<file path="config.mk">
export PLATFORM = sky130hd
export DESIGN_NAME = md5_round_sched_flat
export DESIGN_NICKNAME = d
export VERILOG_FILES = /design/src/rtl/md5_pkg.sv /design/src/rtl/md5_round_sched_if.sv /design/src/rtl/md5_round_lut.sv /design/src/rtl/md5_round_sched.sv /design/src/flat_wrapper.sv
export SDC_FILE = /design/constraint.sdc
export NUM_CORES = 1
export LEC_CHECK = 0
export CAP_MARGIN = 20
export CORE_ASPECT_RATIO = 0.8
export CORE_MARGIN = 5
export CORE_UTILIZATION = 53
export CTS_CLUSTER_SIZE = 30
export DETAILED_ROUTE_END_ITERATION = 8
export PLACE_DENSITY = 0.86
export SYNTH_ARGS = -nofsm -noshare
export SYNTH_HDL_FRONTEND = slang
export SYNTH_SLANG_ARGS = --single-unit
</file>
<file path="constraint.sdc">
create_clock -name clk -period 7.5 [get_ports clk]
set_clock_uncertainty 0.05 [all_clocks]
set_input_delay 1.5 -clock clk [delete_from_list [all_inputs] [get_ports clk]]
set_output_delay 1.5 -clock clk [all_outputs]
set_load 0.05 [all_outputs]
</file>
<file path="src/rtl/md5_pkg.sv">
// rtl/md5_pkg.sv - shared types and constants for the MD5 round sequencer
package md5_pkg;

   typedef enum logic [2:0] {
      ST_IDLE,
      ST_LOAD,
      ST_ROUND,
      ST_FINAL,
      ST_DONE
   } state_t;

   localparam logic [1:0] FSEL_F = 2'd0;
   localparam logic [1:0] FSEL_G = 2'd1;
   localparam logic [1:0] FSEL_H = 2'd2;
   localparam logic [1:0] FSEL_I = 2'd3;

   localparam logic [31:0] MD5_PAD_WORD = 32'h0000_0080;
   localparam logic [31:0] MD5_LEN_BITS = 32'd128;

   // Indexed by {rnd[5:4], rnd[1:0]}; entry 0 is the rightmost element.
   localparam logic [15:0][4:0] MD5_SHIFT = {
      5'd21, 5'd15, 5'd10, 5'd6,
      5'd23, 5'd16, 5'd11, 5'd4,
      5'd20, 5'd14, 5'd9,  5'd5,
      5'd22, 5'd17, 5'd12, 5'd7
   };

   function automatic logic [31:0] bswap32(input logic [31:0] x);
      return {x[7:0], x[15:8], x[23:16], x[31:24]};
   endfunction

endpackage

</file>
<file path="src/rtl/md5_round_sched_if.sv">
// rtl/md5_round_sched_if.sv - front-end trigger and datapath control bundle
interface md5_round_sched_if;
   logic         start;
   logic         action;
   logic [127:0] data;
   logic         load_iv;
   logic         rnd_en;
   logic [5:0]   rnd;
   logic [1:0]   fsel;
   logic [4:0]   shamt;
   logic [31:0]  msg_word;
   logic         fin_add;
   logic         busy;
   logic         done;
   logic         digest_valid;

   modport master (
      output start, action, data,
      input  load_iv, rnd_en, rnd, fsel, shamt, msg_word,
      input  fin_add, busy, done, digest_valid
   );

   modport slave (
      input  start, action, data,
      output load_iv, rnd_en, rnd, fsel, shamt, msg_word,
      output fin_add, busy, done, digest_valid
   );
endinterface

</file>
<file path="src/rtl/md5_round_lut.sv">
// rtl/md5_round_lut.sv - round index to function select, word index and rotate amount
module md5_round_lut
   import md5_pkg::*;
(
   input  logic [5:0] rnd,
   output logic [1:0] fsel,
   output logic [3:0] g,
   output logic [4:0] shamt
);

   logic [3:0] r;
   assign r = rnd[3:0];

   // 4-bit arithmetic wraps, which is exactly the mod-16 the word index needs.
   always_comb begin
      fsel = FSEL_F;
      g    = r;
      case (rnd[5:4])
         2'd0: begin fsel = FSEL_F; g = r; end
         2'd1: begin fsel = FSEL_G; g = r * 4'd5 + 4'd1; end
         2'd2: begin fsel = FSEL_H; g = r * 4'd3 + 4'd5; end
         default: begin fsel = FSEL_I; g = r * 4'd7; end
      endcase
   end

   assign shamt = MD5_SHIFT[{rnd[5:4], rnd[1:0]}];

endmodule

</file>
<file path="src/rtl/md5_round_sched.sv">
// rtl/md5_round_sched.sv - single-block MD5 sequencer: trigger, padding, round control
module md5_round_sched
   import md5_pkg::*;
#(
   parameter bit ABORT_EN = 1'b1
) (
   input logic             clk,
   input logic             rst,
   md5_round_sched_if.slave bus
);

   state_t       state_q, state_d;
   logic         action_q;
   logic [127:0] msg_q;
   logic [5:0]   rnd_q;
   logic         ran_q;
   logic         digest_valid_q;
   logic         trig, abort;
   logic [1:0]   lut_fsel;
   logic [3:0]   lut_g;
   logic [4:0]   lut_shamt;
   logic [31:0]  word;
   logic         load_iv, rnd_en, fin_add, done_p, busy;

   assign trig  = bus.start & bus.action & ~action_q;
   assign abort = ABORT_EN & ~bus.start;

   always_comb begin
      state_d = state_q;
      load_iv = 1'b0;
      rnd_en  = 1'b0;
      fin_add = 1'b0;
      done_p  = 1'b0;
      busy    = 1'b0;
      case (state_q)
         ST_IDLE: if (trig) state_d = ST_LOAD;
         ST_LOAD: begin
            load_iv = 1'b1;
            busy    = 1'b1;
            state_d = abort ? ST_IDLE : ST_ROUND;
         end
         ST_ROUND: begin
            rnd_en = 1'b1;
            busy   = 1'b1;
            if (abort) state_d = ST_IDLE;
            else if (rnd_q == 6'd63) state_d = ST_FINAL;
         end
         ST_FINAL: begin
            fin_add = 1'b1;
            busy    = 1'b1;
            state_d = abort ? ST_IDLE : ST_DONE;
         end
         ST_DONE: begin
            done_p  = 1'b1;
            state_d = ST_IDLE;
         end
         default: state_d = ST_IDLE;
      endcase
   end

   always_ff @(posedge clk or negedge rst) begin
      if (!rst) begin
         state_q        <= ST_IDLE;
         action_q       <= 1'b0;
         msg_q          <= '0;
         rnd_q          <= '0;
         ran_q          <= 1'b0;
         digest_valid_q <= 1'b0;
      end else begin
         state_q  <= state_d;
         action_q <= bus.action;
         if (state_q == ST_IDLE && trig) msg_q <= bus.data;
         if (state_q == ST_LOAD) begin
            rnd_q <= '0;
            ran_q <= 1'b1;
         end else if (state_q == ST_ROUND && state_d == ST_ROUND) begin
            rnd_q <= rnd_q + 6'd1;
         end
         if (state_q == ST_DONE) digest_valid_q <= 1'b1;
      end
   end

   md5_round_lut u_lut (
      .rnd   (rnd_q),
      .fsel  (lut_fsel),
      .g     (lut_g),
      .shamt (lut_shamt)
   );

   // Message words 0..3 come from the latched block, the rest is fixed 128-bit padding.
   always_comb begin
      word = '0;
      case (lut_g)
         4'd0:    word = bswap32(msg_q[127:96]);
         4'd1:    word = bswap32(msg_q[95:64]);
         4'd2:    word = bswap32(msg_q[63:32]);
         4'd3:    word = bswap32(msg_q[31:0]);
         4'd4:    word = MD5_PAD_WORD;
         4'd14:   word = MD5_LEN_BITS;
         default: word = '0;
      endcase
   end

   assign bus.load_iv      = load_iv;
   assign bus.rnd_en       = rnd_en;
   assign bus.rnd          = rnd_q;
   assign bus.fsel         = lut_fsel;
   assign bus.shamt        = ran_q ? lut_shamt : 5'd0;
   assign bus.msg_word     = word;
   assign bus.fin_add      = fin_add;
   assign bus.busy         = busy;
   assign bus.done         = done_p;
   assign bus.digest_valid = digest_valid_q;

endmodule
</file>
<file path="src/flat_wrapper.sv">
// flat-port wrapper written by rule: the top's interface ports become plain ports
module md5_round_sched_flat import md5_pkg::*;
#(
   parameter bit ABORT_EN = 1'b1
)
  (clk, rst, bus_start, bus_action, bus_data, bus_load_iv, bus_rnd_en, bus_rnd, bus_fsel, bus_shamt, bus_msg_word, bus_fin_add, bus_busy, bus_done, bus_digest_valid);
  md5_round_sched_if bus_i ();
  input logic clk;
  input logic rst;
  input wire logic [$bits(bus_i.start)-1:0] bus_start;
  input wire logic [$bits(bus_i.action)-1:0] bus_action;
  input wire logic [$bits(bus_i.data)-1:0] bus_data;
  output wire logic [$bits(bus_i.load_iv)-1:0] bus_load_iv;
  output wire logic [$bits(bus_i.rnd_en)-1:0] bus_rnd_en;
  output wire logic [$bits(bus_i.rnd)-1:0] bus_rnd;
  output wire logic [$bits(bus_i.fsel)-1:0] bus_fsel;
  output wire logic [$bits(bus_i.shamt)-1:0] bus_shamt;
  output wire logic [$bits(bus_i.msg_word)-1:0] bus_msg_word;
  output wire logic [$bits(bus_i.fin_add)-1:0] bus_fin_add;
  output wire logic [$bits(bus_i.busy)-1:0] bus_busy;
  output wire logic [$bits(bus_i.done)-1:0] bus_done;
  output wire logic [$bits(bus_i.digest_valid)-1:0] bus_digest_valid;
  assign bus_i.start = bus_start;
  assign bus_i.action = bus_action;
  assign bus_i.data = bus_data;
  assign bus_load_iv = bus_i.load_iv;
  assign bus_rnd_en = bus_i.rnd_en;
  assign bus_rnd = bus_i.rnd;
  assign bus_fsel = bus_i.fsel;
  assign bus_shamt = bus_i.shamt;
  assign bus_msg_word = bus_i.msg_word;
  assign bus_fin_add = bus_i.fin_add;
  assign bus_busy = bus_i.busy;
  assign bus_done = bus_i.done;
  assign bus_digest_valid = bus_i.digest_valid;
  md5_round_sched #(.ABORT_EN(ABORT_EN)) u_core (.clk(clk), .rst(rst), .bus(bus_i));
endmodule
</file>
=== Yosys cells after proc, flatten, opt, wreduce, memory -nomap -nowiden ===
Memories as Yosys holds them, arrays and structs flattened.
Index checks and enable logic that the tools add are counted.

* Input bits: 132
* Bits in latches: 0
* Flip-flop bits (word level): 140
* Output and inout port bits: 51
* Logic and storage cells: 56
* ROM bits: 80
* Bits in writable memories: 0
* Memories kept: 1

* Muxes and demuxes: 18
* Equality and inequality tests: 13
* $add $sub $neg: 3
* Reductions and logical operators: 8
* Divide/modulo/power cells: 0
* Shift-type cells: 0
* $mul: 3
* Bitwise operators: 3
* $lt $le $gt $ge: 1

{| class="wikitable"
|+ Memories
! name !! words !! width !! rd ports !! clocked after memory_dff !! write ports !! line !! RTL
|-
| (no name shown) || 16 || 5 || 1 || 0 || 0 || md5_round_lut.sv:26 || <nowiki>assign shamt = MD5_SHIFT[{rnd[5:4], rnd[1:0]}];</nowiki>
|}

{| class="wikitable"
|+ Operators with widths
! cell !! number
|-
| 32-bit one-hot mux with 5 select lines || 1
|-
| 3-bit 2-to-1 mux || 4
|-
| 6-bit 2-to-1 mux || 2
|-
| 3-bit one-hot mux with 4 select lines || 1
|-
| 4-bit one-hot mux with 3 select lines || 1
|-
| 5-bit 2-to-1 mux || 2
|-
| 3-bit by 2-bit == test with 1-bit output, second input constant || 3
|-
| 4-bit by 2-bit == test with 1-bit output, second input constant || 2
|-
| 4-bit by 3-bit multiplier with 4-bit output, second input constant || 2
|-
| 6-bit by 1-bit adder with 6-bit output, second input constant || 1
|-
| 6-bit == test, second input constant || 1
|-
| 2-bit one-hot mux with 3 select lines || 1
|-
| 4-bit by 5-bit less-than comparator with 1-bit output, second input constant || 1
|-
| 1-bit 2-to-1 mux || 5
|-
| 4-bit by 1-bit adder with 4-bit output, second input constant || 1
|-
| 4-bit by 3-bit adder with 4-bit output, second input constant || 1
|-
| 4-bit by 1-bit == test with 1-bit output, second input constant || 1
|-
| 4-bit by 3-bit == test with 1-bit output, second input constant || 1
|-
| 4-bit == test, second input constant || 1
|-
| 4-bit logical NOT || 1
|-
| 4-bit by 2-bit multiplier with 4-bit output, second input constant || 1
|-
| 3-bit by 1-bit == test with 1-bit output, second input constant || 1
|-
| 3-bit == test, second input constant || 1
|-
| 3-bit logical NOT || 1
|-
| 10 further kinds || 12
|}

=== Logic depth before layout (Yosys ltp) ===
* Depth in word-level cells: 8
* Mapped depth: 11
* Mapped depth without buffers: 9

=== Hierarchy ===
A second synthesis with hierarchy kept.

* Cell total of the unflattened synthesis: 468
* Area, all modules: 6,892.9 um2

{| class="wikitable"
|+ Modules (own cells, without submodules)
! module !! cells each !! area an instance (um2) !! times used !! seq. area each (um2)
|-
| md5_round_sched || 410 || 6,374.9 || 1 || 3,503.4
|-
| md5_round_lut || 58 || 518.0 || 1 || 0.0
|}

=== Worst setup path before layout ===
OpenSTA, ideal clock, no wires.

* Path kind: reg2out
* Start point: register u_core.rnd_q[1] (netlist: u_core.bus.rnd[1])
* End point: output port bus_msg_word[13]
* Path slack: 2.460 ns
* Stages on the path, launching flop included: 9
* Arrival: 3.490 ns
* Cells stage by stage: dfrtp_1 -> inv_1 -> ha_1 -> fa_1 -> inv_1 -> mux4_2 -> o21bai_2 -> buf_2 -> nor2b_1

* Longest elaborated chain between the ends: 6
* Elaborated cells between the ends (all ways): 14
* Classes of those cells: add/sub (2); mul (3); eq/ne (5); mux (2); reduce/logical (2)

{| class="wikitable"
|+ Ends and longest elaborated chain
! what !! line !! RTL
|-
| start, declared || md5_round_sched.sv:15 || <nowiki>logic [5:0] rnd_q;</nowiki>
|-
| start signal, assigned || md5_round_sched.sv:77 || <nowiki>rnd_q <= rnd_q + 6'd1;</nowiki>
|-
| 4-bit by 2-bit multiplier with 4-bit output / 4-bit by 3-bit multiplier with 4-bit output (equally long branches) || md5_round_lut.sv:21, md5_round_lut.sv:20 ||
|-
| 4-bit by 3-bit adder with 4-bit output / 4-bit by 1-bit adder with 4-bit output (equally long branches) || md5_round_lut.sv:21, md5_round_lut.sv:20 ||
|-
| 4-bit one-hot mux with 3 select lines (*) || md5_round_lut.sv:18 || <nowiki>case (rnd[5:4])</nowiki>
|-
| 4-bit by 3-bit == test with 1-bit output / 4-bit == test (equally long branches) || md5_round_sched.sv:93 || <nowiki>case (lut_g)</nowiki>
|-
| 2-bit OR reduction (no source line) || -- ||
|-
| 32-bit one-hot mux with 5 select lines (*) || md5_round_sched.sv:93 ||
|-
| end, declared || flat_wrapper.sv:18 || <nowiki>output wire logic [$bits(bus_i.msg_word)-1:0] bus_msg_word;</nowiki>
|}

Every way passes the cells marked *; elsewhere a longest branch is shown, timed or not.

=== Worst setup path in the final report ===
* Start point: register u_core.rnd_q[0] (netlist: u_core.bus.rnd[0])
* End point: output port bus_msg_word[10]

Same word-level chain as after synthesis.

==> qor.yml <==
pwr:
  p_sw_mw: 0.819
  p_per_area_mw_per_mm2: 284
  seq_power_share: 0.379
  combinationalPowerShare: 0.314
  clockPowerShare: 0.307
  power_mw: 2.67
  ir_drop_uv: 238
  power.internal_mw: 1.85
  sw_frac_of_total: 0.307
  leakage_nw: 3.91
cts:
  clockBufferDepth: 2
  cts-htree-levels: 4
  clock_sinks: 140
  cts-root-buf: "clkbuf_16"
  postCtsHoldBufs: 0
  cts_buffers: 17
  post_cts_resized: 0
  clk_latency_ps: 410
  cts_setup_buffers: 0
  cts.clk_slew.worst_paths_ps: 50
  cts_tree: "built"
placed_design:
  port_buffers: 182
  dpl.cell_count: 797
  dpl_worst_slack_ps: 2090
  place_congestion: 0.855
  post-dp-hpwl_mm: 11.0
grt:
  grt.overflow.total: 0
  track_usage: 0.215
  grt_pass1_vias: 4862
  antenna_found_initial: 0
  grt_pass1_wl_mm: 25.6
  grt_max_degree: 93
sta:
  timing.final.ws_setup_ps: 1700
  timing.final.crit_share: 0.773
  rsz0062_at_grt: "no"
  timing.final.crit_period_ps: 5800
  setup_violations: 0
  tns_ps: 0
  slew_violations: 0
  fmax_mhz: 172
  hold_viol_final: 0
  maxSlewHeadroom: 0.326
  worst_slew_pin_slew_ps: 1010
routing:
  viasPerCell: 5.36
  totalWireLength_mm: 15.8
  wire_per_inst_um: 19.1
  ant_nets: 0
  drtIter0Drc: 144
  firstDrtPassIters: 4
  drc: 0
  vias: 4449
synth:
  yosys_warnings: 0
  syn_nets: 614
  ys_async_sr_fraction: 1.00
  synth_ff_type: "dfrtp_1"
  mappedNetlistArea_mm2: 0.00688
  synthCells: 468
  synth_edf_count: 0
  syn_area_per_cell_um2: 14.7
  ys_seq_area_frac: 0.509
  ys_ff_latch: 140
  ys_types: 45
critical_path:
  r2r_start: "u_core.state_q[2]"
  worstPathMaxFanout: 31
  crit_path_end_kind: "primary output"
  path_class: "register to primary output"
  critPathLaunch: "u_core.bus.rnd[0]"
  crit_arrival_ps: 4250
  crit_required_ps: 5950
  start_kind: "register"
die:
  die_area_mm2: 0.0154
  core_mm2: 0.0128
  start_util: 0.539
  fp.dieH_um: 112
  die_x_um: 137
  row_count: 37
  ioPinCount: 183
status:
  status: "finished, final reports clean"
layout:
  finalNonFillerCells: 830
  final_common_cell: "clkdlybuf4s50_1"
  antenna_cells: 0
  nets: 788
  multi_input_area_mm2: 0.00318
  layout_common_cells: "clkdlybuf4s50_1 (181), dfrtp_1 (140), mux2_2 (128)"
  layout.area.seq_mm2: 0.00350
  fillers: 831
  drive_above_1_share: 0.313
  area.growth.synth_to_final_pct: 36.5
min_path:
  hold_path_class: "register to register"
  hold_start: "u_core.bus.digest_valid"
flow_run:
  max_cap_viol_count: 0
==> area by class of cell <==
class / count / share of cell area
inverters: 11 / 0.00440
clock inverters: 11 / 0.0125
flip-flops and latches: 140 / 0.373
repair buffers: 185 / 0.199
multi-input cells: 287 / 0.338
well taps: 175 / 0.0233
clock buffers: 21 / 0.0501
==> routing by layer <==
metal | part of all wire | track usage | up-vias
met2 | 0.47 | 0.335 | 154
met4 | 0.013 | 0.0519 | 0
li1 | - | - | 2022
met1 | 0.44 | 0.293 | 2259
met5 | 0 | 0 | -
met3 | 0.074 | 0.0745 | 14
==> cell usage after synthesis, types with 2 or more instances <==
cell      number  share of area
dfrtp_1      140           0.51
mux4_2        30          0.098
nand2b_1       2         0.0018
nand4_1        2         0.0018
or2_2          2         0.0018
fa_1           2         0.0058
inv_1         10         0.0055
nand3_1        3         0.0022
nor3b_1        3         0.0033
nand2_1        6         0.0033
a21oi_1        4         0.0029
mux2_2       128           0.21
mux4_1         2         0.0076
xnor3_1        2         0.0065
mux2i_1        6         0.0087
buf_2         18          0.013
nor2_1        14         0.0076
xnor2_1       11          0.014
ha_1          12          0.022
and2_1         5         0.0045
buf_6          5         0.0082
nor2b_1       33          0.030
clkbuf_1       6         0.0033
==> per-stage QoR <==
stage	hold WS [ps]	instance area [um^2]	utilization
finish	429	9390	0.735
global route	451	9390	0.735
CTS	436	9370	0.733
detailed placement	422	8780	0.687
global placement	400	8780	0.687
floorplan	420	6880	-
==> power groups by stage <==
stage,logic (mW),clock network (mW),registers (mW)
3_5_place_dp,0.840,0,1.02
4_1_cts,0.846,0.833,1.01
5_1_grt,0.887,0.872,1.03
3_3_place_gp,0.823,0,1.01
6_report,0.837,0.819,1.01
2_1_floorplan,0.549,0,0.994
==> critical path: stages (launching register included) <==
cell	delay, ps
dfrtp_1	620
inv_1	190
fa_1	560
inv_1	40
ha_1	180
xnor2_1	200
xnor2_1	140
o22ai_1	150
o21bai_4	800
nor2b_1	170
clkdlybuf4s50_1	760
==> state kept, by name, summed over array words and instances (netlist names) <==
name	count
u_core.msg_q	128
u_core.bus.rnd	6
u_core.state_q	3
u_core.action_q	1
u_core.bus.digest_valid	1
u_core.ran_q	1
==> path summary, 6_finish.rpt <==
kind	endpoint	slack [ps]	depth (start not counted)
max	bus_msg_word[10]	1700	10
min reg2reg	u_core.bus.digest_valid	430	1
min in group asynchronous	u_core.bus.digest_valid	1040	1
max in group asynchronous	u_core.msg_q[60]	5000	2
max reg2reg	u_core.msg_q[90]	5000	5
min	u_core.bus.digest_valid	430	1
==> cell families (layout without fill, tap and decap cells) <==
group | count (synthesis) | count (layout) | synth area share
multiplexers | 166 | 166 | 0.324
adder cells (fa/ha/maj) | 14 | 14 | 0.0276
AND/OR/NAND/NOR | 76 | 76 | 0.0651
buffers and inverters | 41 | 228 | 0.0316
flip-flops | 140 | 140 | 0.509
XOR/XNOR | 14 | 14 | 0.0218
AO/OA/AOI/OAI | 17 | 17 | 0.0207
Note: power is estimated with default switching activity, not from simulation.
